--- config.mk ---
export PLATFORM = sky130hd
export DESIGN_NAME = sort_stream_sequencer
export DESIGN_NICKNAME = d
export VERILOG_FILES = /design/src/rtl/sort_seq_pkg.sv /design/src/rtl/sort_stream_sequencer.sv
export SDC_FILE = /design/constraint.sdc
export NUM_CORES = 1
export LEC_CHECK = 0
export ABC_AREA = 1
export BUFFER_PORTS_ARGS = -buffer_cell sky130_fd_sc_hd__buf_2
export CORE_MARGIN = 3
export CORE_UTILIZATION = 34
export CTS_CLUSTER_DIAMETER = 50
export DETAILED_ROUTE_END_ITERATION = 10
export PLACE_DENSITY = 0.51
export SETUP_SLACK_MARGIN = 0.05
export SLEW_MARGIN = 20
export SYNTH_ARGS = -nofsm -noshare
export SYNTH_HDL_FRONTEND = slang
export SYNTH_SLANG_ARGS = --single-unit
--- constraint.sdc ---
create_clock -name clk -period 2.15 [get_ports clk]
set_clock_uncertainty 0.2 [all_clocks]
set_input_delay 0.1075 -clock clk [delete_from_list [all_inputs] [get_ports clk]]
set_output_delay 0.1075 -clock clk [all_outputs]
set_load 0.005 [all_outputs]
--- src/rtl/sort_seq_pkg.sv ---
// rtl/sort_seq_pkg.sv - state encoding and frame-depth helper shared by the sort stream sequencer
package sort_seq_pkg;

  typedef enum logic [2:0] {
    ST_LOAD       = 3'd0,
    ST_START      = 3'd1,
    ST_WAIT       = 3'd2,
    ST_RD_ISSUE   = 3'd3,
    ST_RD_CAPTURE = 3'd4,
    ST_OUT_HOLD   = 3'd5
  } state_e;

  function automatic int unsigned depth_of(input int unsigned l);
    return 32'd1 << l;
  endfunction

endpackage

--- src/rtl/sort_stream_sequencer.sv ---
// rtl/sort_stream_sequencer.sv - loads a frame into the sorter core, runs it, and streams the sorted words out
module sort_stream_sequencer
  import sort_seq_pkg::*;
#(
  parameter int N       = 8,
  parameter int L       = 3,
  parameter int TIMEOUT = 4096
) (
  input  logic         clk,
  input  logic         rst,
  input  logic         in_valid,
  output logic         in_ready,
  input  logic [N-1:0] in_data,
  output logic         out_valid,
  input  logic         out_ready,
  output logic [N-1:0] out_data,
  output logic         out_last,
  output logic         frame_done,
  output logic         err,
  output logic         srt_s,
  input  logic         srt_done,
  output logic         srt_wrinit,
  output logic         srt_rd,
  output logic [L-1:0] srt_radd,
  output logic [N-1:0] srt_datain,
  input  logic [N-1:0] srt_dataout
);

  localparam int            DEPTH    = int'(depth_of(L));
  localparam int            TW       = $clog2(TIMEOUT + 1);
  localparam logic [L-1:0]  LAST_IDX = L'(DEPTH - 1);
  localparam logic [TW-1:0] TMO_LAST = TW'(TIMEOUT - 1);

  state_e        state_q, state_d;
  logic [L-1:0]  wcnt_q, wcnt_d, rcnt_q, rcnt_d;
  logic [TW-1:0] tcnt_q, tcnt_d;
  logic          in_ready_q, in_ready_d, out_valid_q, out_valid_d;
  logic          out_last_q, out_last_d, frame_done_q, frame_done_d;
  logic          err_q, err_d, s_q, s_d, wrinit_q, wrinit_d, rd_q, rd_d;
  logic [N-1:0]  out_data_q, out_data_d, datain_q, datain_d;
  logic [L-1:0]  radd_q, radd_d;
  logic          in_hs;

  assign in_hs = (state_q == ST_LOAD) && in_ready_q && in_valid;

  always_comb begin
    state_d      = state_q;
    wcnt_d       = wcnt_q;
    rcnt_d       = rcnt_q;
    tcnt_d       = tcnt_q;
    out_valid_d  = out_valid_q;
    out_last_d   = out_last_q;
    out_data_d   = out_data_q;
    err_d        = err_q;
    s_d          = s_q;
    rd_d         = rd_q;
    radd_d       = radd_q;
    datain_d     = datain_q;
    wrinit_d     = 1'b0;
    frame_done_d = 1'b0;
    // in_ready lags entry into LOAD by one cycle and drops right after the final beat
    in_ready_d   = (state_q == ST_LOAD) && !(in_hs && (wcnt_q == LAST_IDX));

    case (state_q)
      ST_LOAD: begin
        if (in_hs) begin
          wrinit_d = 1'b1;
          radd_d   = wcnt_q;
          datain_d = in_data;
          wcnt_d   = wcnt_q + 1'b1;
          if (wcnt_q == LAST_IDX) state_d = ST_START;
        end
      end
      ST_START: begin
        s_d     = 1'b1;
        tcnt_d  = '0;
        state_d = ST_WAIT;
      end
      ST_WAIT: begin
        if (srt_done) begin
          s_d     = 1'b0;
          rd_d    = 1'b1;
          radd_d  = rcnt_q;
          state_d = ST_RD_ISSUE;
        end else if (tcnt_q == TMO_LAST) begin
          err_d   = 1'b1;
          s_d     = 1'b0;
          state_d = ST_LOAD;
        end else begin
          tcnt_d = tcnt_q + 1'b1;
        end
      end
      ST_RD_ISSUE: state_d = ST_RD_CAPTURE;
      ST_RD_CAPTURE: begin
        out_data_d  = srt_dataout;
        out_valid_d = 1'b1;
        out_last_d  = (rcnt_q == LAST_IDX);
        state_d     = ST_OUT_HOLD;
      end
      ST_OUT_HOLD: begin
        if (out_ready) begin
          out_valid_d = 1'b0;
          out_last_d  = 1'b0;
          if (rcnt_q != LAST_IDX) begin
            rcnt_d  = rcnt_q + 1'b1;
            radd_d  = rcnt_q + 1'b1;
            state_d = ST_RD_ISSUE;
          end else begin
            rcnt_d       = '0;
            rd_d         = 1'b0;
            frame_done_d = 1'b1;
            state_d      = ST_LOAD;
          end
        end
      end
      default: state_d = ST_LOAD;
    endcase
  end

  always_ff @(posedge clk) begin
    if (rst) begin
      state_q      <= ST_LOAD;
      wcnt_q       <= '0;
      rcnt_q       <= '0;
      tcnt_q       <= '0;
      in_ready_q   <= 1'b0;
      out_valid_q  <= 1'b0;
      out_last_q   <= 1'b0;
      out_data_q   <= '0;
      frame_done_q <= 1'b0;
      err_q        <= 1'b0;
      s_q          <= 1'b0;
      wrinit_q     <= 1'b0;
      rd_q         <= 1'b0;
      radd_q       <= '0;
      datain_q     <= '0;
    end else begin
      state_q      <= state_d;
      wcnt_q       <= wcnt_d;
      rcnt_q       <= rcnt_d;
      tcnt_q       <= tcnt_d;
      in_ready_q   <= in_ready_d;
      out_valid_q  <= out_valid_d;
      out_last_q   <= out_last_d;
      out_data_q   <= out_data_d;
      frame_done_q <= frame_done_d;
      err_q        <= err_d;
      s_q          <= s_d;
      wrinit_q     <= wrinit_d;
      rd_q         <= rd_d;
      radd_q       <= radd_d;
      datain_q     <= datain_d;
    end
  end

  assign in_ready   = in_ready_q;
  assign out_valid  = out_valid_q;
  assign out_data   = out_data_q;
  assign out_last   = out_last_q;
  assign frame_done = frame_done_q;
  assign err        = err_q;
  assign srt_s      = s_q;
  assign srt_wrinit = wrinit_q;
  assign srt_rd     = rd_q;
  assign srt_radd   = radd_q;
  assign srt_datain = datain_q;

endmodule
==> impl_metrics.py <==
metrics = {
    "outcome": {
        "outcome": "completed",
    },
    "setup_path": {
        "crit_required_ns": 2.16,
        "r2r_start": "tcnt_q[0]",
        "cp_common_cell": "nand2_1",
        "crit_type": "reg -> reg",
        "setup.worst_path.end_class": "flop",
        "cp_num_buf_inv": 2,
        "reg2reg_depth": 12,
        "cp-start-kind": "flop",
        "path_cells": "ha_1, nand2_1, nor2_4, nand2_2, clkinv_2, nand2_2, nand2_4, nand2_4, nand2_1, nand2_1, nand2_1, inv_1",
        "arrival_ns": 1.83,
        "reg2reg_slack_ns": 0.33,
        "cp.depth": 12,
        "r2r_end": "tcnt_q[10]",
        "critPathMaxStageDelay_ns": 0.39,
        "crit_fanout": 14,
        "critical-path-top-delay-family": "simple AND/OR/NAND/NOR gates",
        "cpMaxStageDelayCell": "dfxtp_1",
    },
    "route": {
        "dr.pass1.iters": 4,
        "vias": 2290,
        "drtIter0Drc": 101,
        "drc": 0,
        "viasPerCell": 4.75,
        "wl_mm": 5.53,
        "wl_per_cell_um": 11.5,
        "ant_nets": 0,
    },
    "flow_run": {
        "maxCapViolations": 0,
    },
    "logic_synthesis": {
        "ys_ff_latch": 49,
        "synth_edf_count": 0,
        "synth-simple-area-share_pct": 36.0,
        "syn_nets": 365,
        "synthesis.area_mm2": 0.00236,
        "yosysSeqAreaShare_pct": 41.6,
        "synth_top_family_by_area": "simple AND/OR/NAND/NOR gates",
        "async_reset_ff_share_pct": 0,
        "synth_top_area_share_pct": 41.6,
        "syn_area_per_cell_um2": 6.95,
        "ys_top_cells_by_count": "89 x nand2_1, 49 x dfxtp_1, 45 x nor2_1",
        "synthFlopType": "dfxtp_1",
        "synth_largest_area_cell": "dfxtp_1",
        "synthMuxAreaShare_pct": 0,
        "yosys.cell_count.top_type": "nand2_1",
        "syn-instance-count": 339,
        "synthAdderAreaFrac_pct": 2.66,
        "ys_types": 31,
        "synth_compound_area_share_pct": 10.8,
        "synth-xor-area-share_pct": 0.372,
        "yosysWarnings": 0,
        "synth_area_leaders": "dfxtp_1 42%, nand2_1 14%, nor2_1 7.2%",
    },
    "global_route": {
        "grt_max_degree": 30,
        "grt_first_pass_wirelength_mm": 9.45,
        "antenna_found_initial": 0,
        "grt_overflow_total": 0,
        "grt_pass1_vias": 2114,
        "grt_usage_pct": 14.9,
    },
    "floorplanning": {
        "start_util_pct": 36.1,
        "die-area_mm2": 0.00796,
        "fp.dieH_um": 89.2,
        "fp.dieW_um": 89.2,
        "std_cell_rows": 29,
        "num_io_pins": 48,
        "core_mm2": 0.00653,
    },
    "final_layout": {
        "synthToLayoutAreaGrowth_pct": 25.5,
        "n_antenna_cell": 0,
        "final_area_mm2": 0.00296,
        "nets": 430,
        "final_layout_size_suffix_gt1_share_pct": 21.0,
        "nFillCells": 680,
    },
    "sta": {
        "setup_violations": 0,
        "relSlewSlack_pct": 68.1,
        "slew_viol_final": 0,
        "finalHoldViolations": 0,
        "setup_tns_ns": 0,
        "rsz0062_at_grt": "false",
        "period_share_pct": 84.6,
        "fmax_ghz": 0.550,
        "tightest_slew_ns": 0.477,
        "final.min_clock_period_ns": 1.82,
    },
    "cts": {
        "insertion_delay_ns": 0.31,
        "clk_pin_slew_ns": 0.10,
        "cts_tree": "done",
        "cts_root_buf": "clkbuf_8",
        "cts_resized": 0,
        "clockBufferDepth": 2,
        "cts_buffers": 5,
        "clkSinkCount": 49,
        "hold_buffers": 18,
        "htree_levels": 2,
        "postCtsSetupBuffers": 0,
    },
    "hold_path": {
        "whs_path_depth": 3,
        "hp-start": "rst",
        "hold_path_end": "err",
        "hold_class": "in -> reg",
    },
    "place": {
        "placed_area_mm2": 0.00266,
        "gp_congestion": 0.784,
        "portBuffers": 47,
        "hpwl_mm": 3.91,
    },
    "power": {
        "p_per_area_mw_per_mm2": 796,
        "p_leak_nw": 1.33,
        "peakVddDrop_v": 0.000450,
    },
}
## layer usage
layer  vias to the layer above  track usage, %  share of wire, %  wire, um
met3                         5            3.13               3.5       194
li1                       1215               -                 -         -
met2                        35            23.8                44      2430
met5                         -               0                 0         0
met4                         0            4.87               1.0        58
met1                      1035            20.0                51      2850
## logic make-up after synthesis
| family | Yosys count |
|---|---|
| flip-flops | 49 |
| adder cells (fa/ha/maj) | 5 |
| AND/OR/NAND/NOR | 189 |
| XOR/XNOR | 1 |
| buffers and inverters | 48 |
| AO/OA/AOI/OAI | 47 |
## stage by stage
stage | utilization (%) | cells | hold WS [ns] | worst slack, ns | power, mW
2_1_floorplan | - | 339 | 0.0424 | 0.527 | 1.50
3_5_place_dp | 40.8 | 456 | 0.135 | 0.341 | 1.68
5_1_grt | 45.3 | 482 | 0.102 | 0.101 | 2.52
4_1_cts | 45.3 | 482 | 0.0843 | 0.306 | 2.39
6_report | 45.3 | 482 | 0.0925 | 0.330 | 2.35
3_3_place_gp | 40.8 | 456 | 0.129 | 0.363 | 1.68
## layout make-up
type                    count  area [um^2]  share of cell area (%)
clock buffers               5         68.8                    2.33
clock inverters             3         43.8                    1.48
inverters                  35          133                    4.49
multi-input cells         242         1170                    39.7
flip-flops and latches     49          981                    33.2
well taps                  77         96.3                    3.26
repair buffers             71          460                    15.6
## cell usage in the layout (no fill, tap or decap)
cell / synthesis / final
a21boi_1: 1 / 1
a21oi_1: 28 / 28
a21oi_2: 1 / 1
a31oi_1: 1 / 1
and2_1: 1 / 1
buf_2: 4 / 47
buf_4: 0 / 6
bufinv_16: 0 / 1
clkbuf_8: 0 / 5
clkinv_2: 1 / 2
dfxtp_1: 49 / 49
dlygate4sd3_1: 0 / 18
ha_1: 5 / 5
inv_1: 26 / 26
inv_2: 8 / 8
inv_6: 0 / 1
nand2_1: 89 / 89
nand2_2: 3 / 3
nand2_4: 2 / 2
nand3_1: 32 / 32
nand3_2: 1 / 1
nand3b_4: 1 / 1
nand4_1: 4 / 4
nor2_1: 45 / 45
nor2_2: 3 / 3
nor2_4: 3 / 3
nor3_1: 4 / 4
nor3_2: 1 / 1
o211ai_1: 3 / 3
o21ai_0: 10 / 10
o21ai_1: 1 / 1
o22ai_1: 1 / 1
o31ai_1: 1 / 1
xnor2_1: 1 / 1
## worst min-delay path, stage by stage
cell and delay, ns:
buf_2 0.10, buf_4 0.23, nor2_1 0.12
## worst max path at each step
stage | startpoint | end
global route | tcnt_q[0] | tcnt_q[9]
detailed placement | tcnt_q[0] | tcnt_q[10]
floorplan | tcnt_q[0] | tcnt_q[11]
CTS | tcnt_q[0] | tcnt_q[10]
global placement | tcnt_q[0] | tcnt_q[9]
finish | tcnt_q[0] | tcnt_q[10]
## registers in the layout, summed over array words and instances, names as in the netlist, 3 cells and up
| register | flops |
|---|---|
| out_data | 8 |
| rcnt_q | 3 |
| srt_datain | 8 |
| srt_radd | 3 |
| state_q | 3 |
| tcnt_q | 13 |
| wcnt_q | 3 |
## power breakdown
part	switching, mW	internal [mW]	leakage, nW
clock	0.327	0.349	0.0585
combinational	0.388	0.248	0.873
sequential	0.0490	0.991	0.397
total	0.764	1.59	1.33
(Power assumes the default switching activity.)
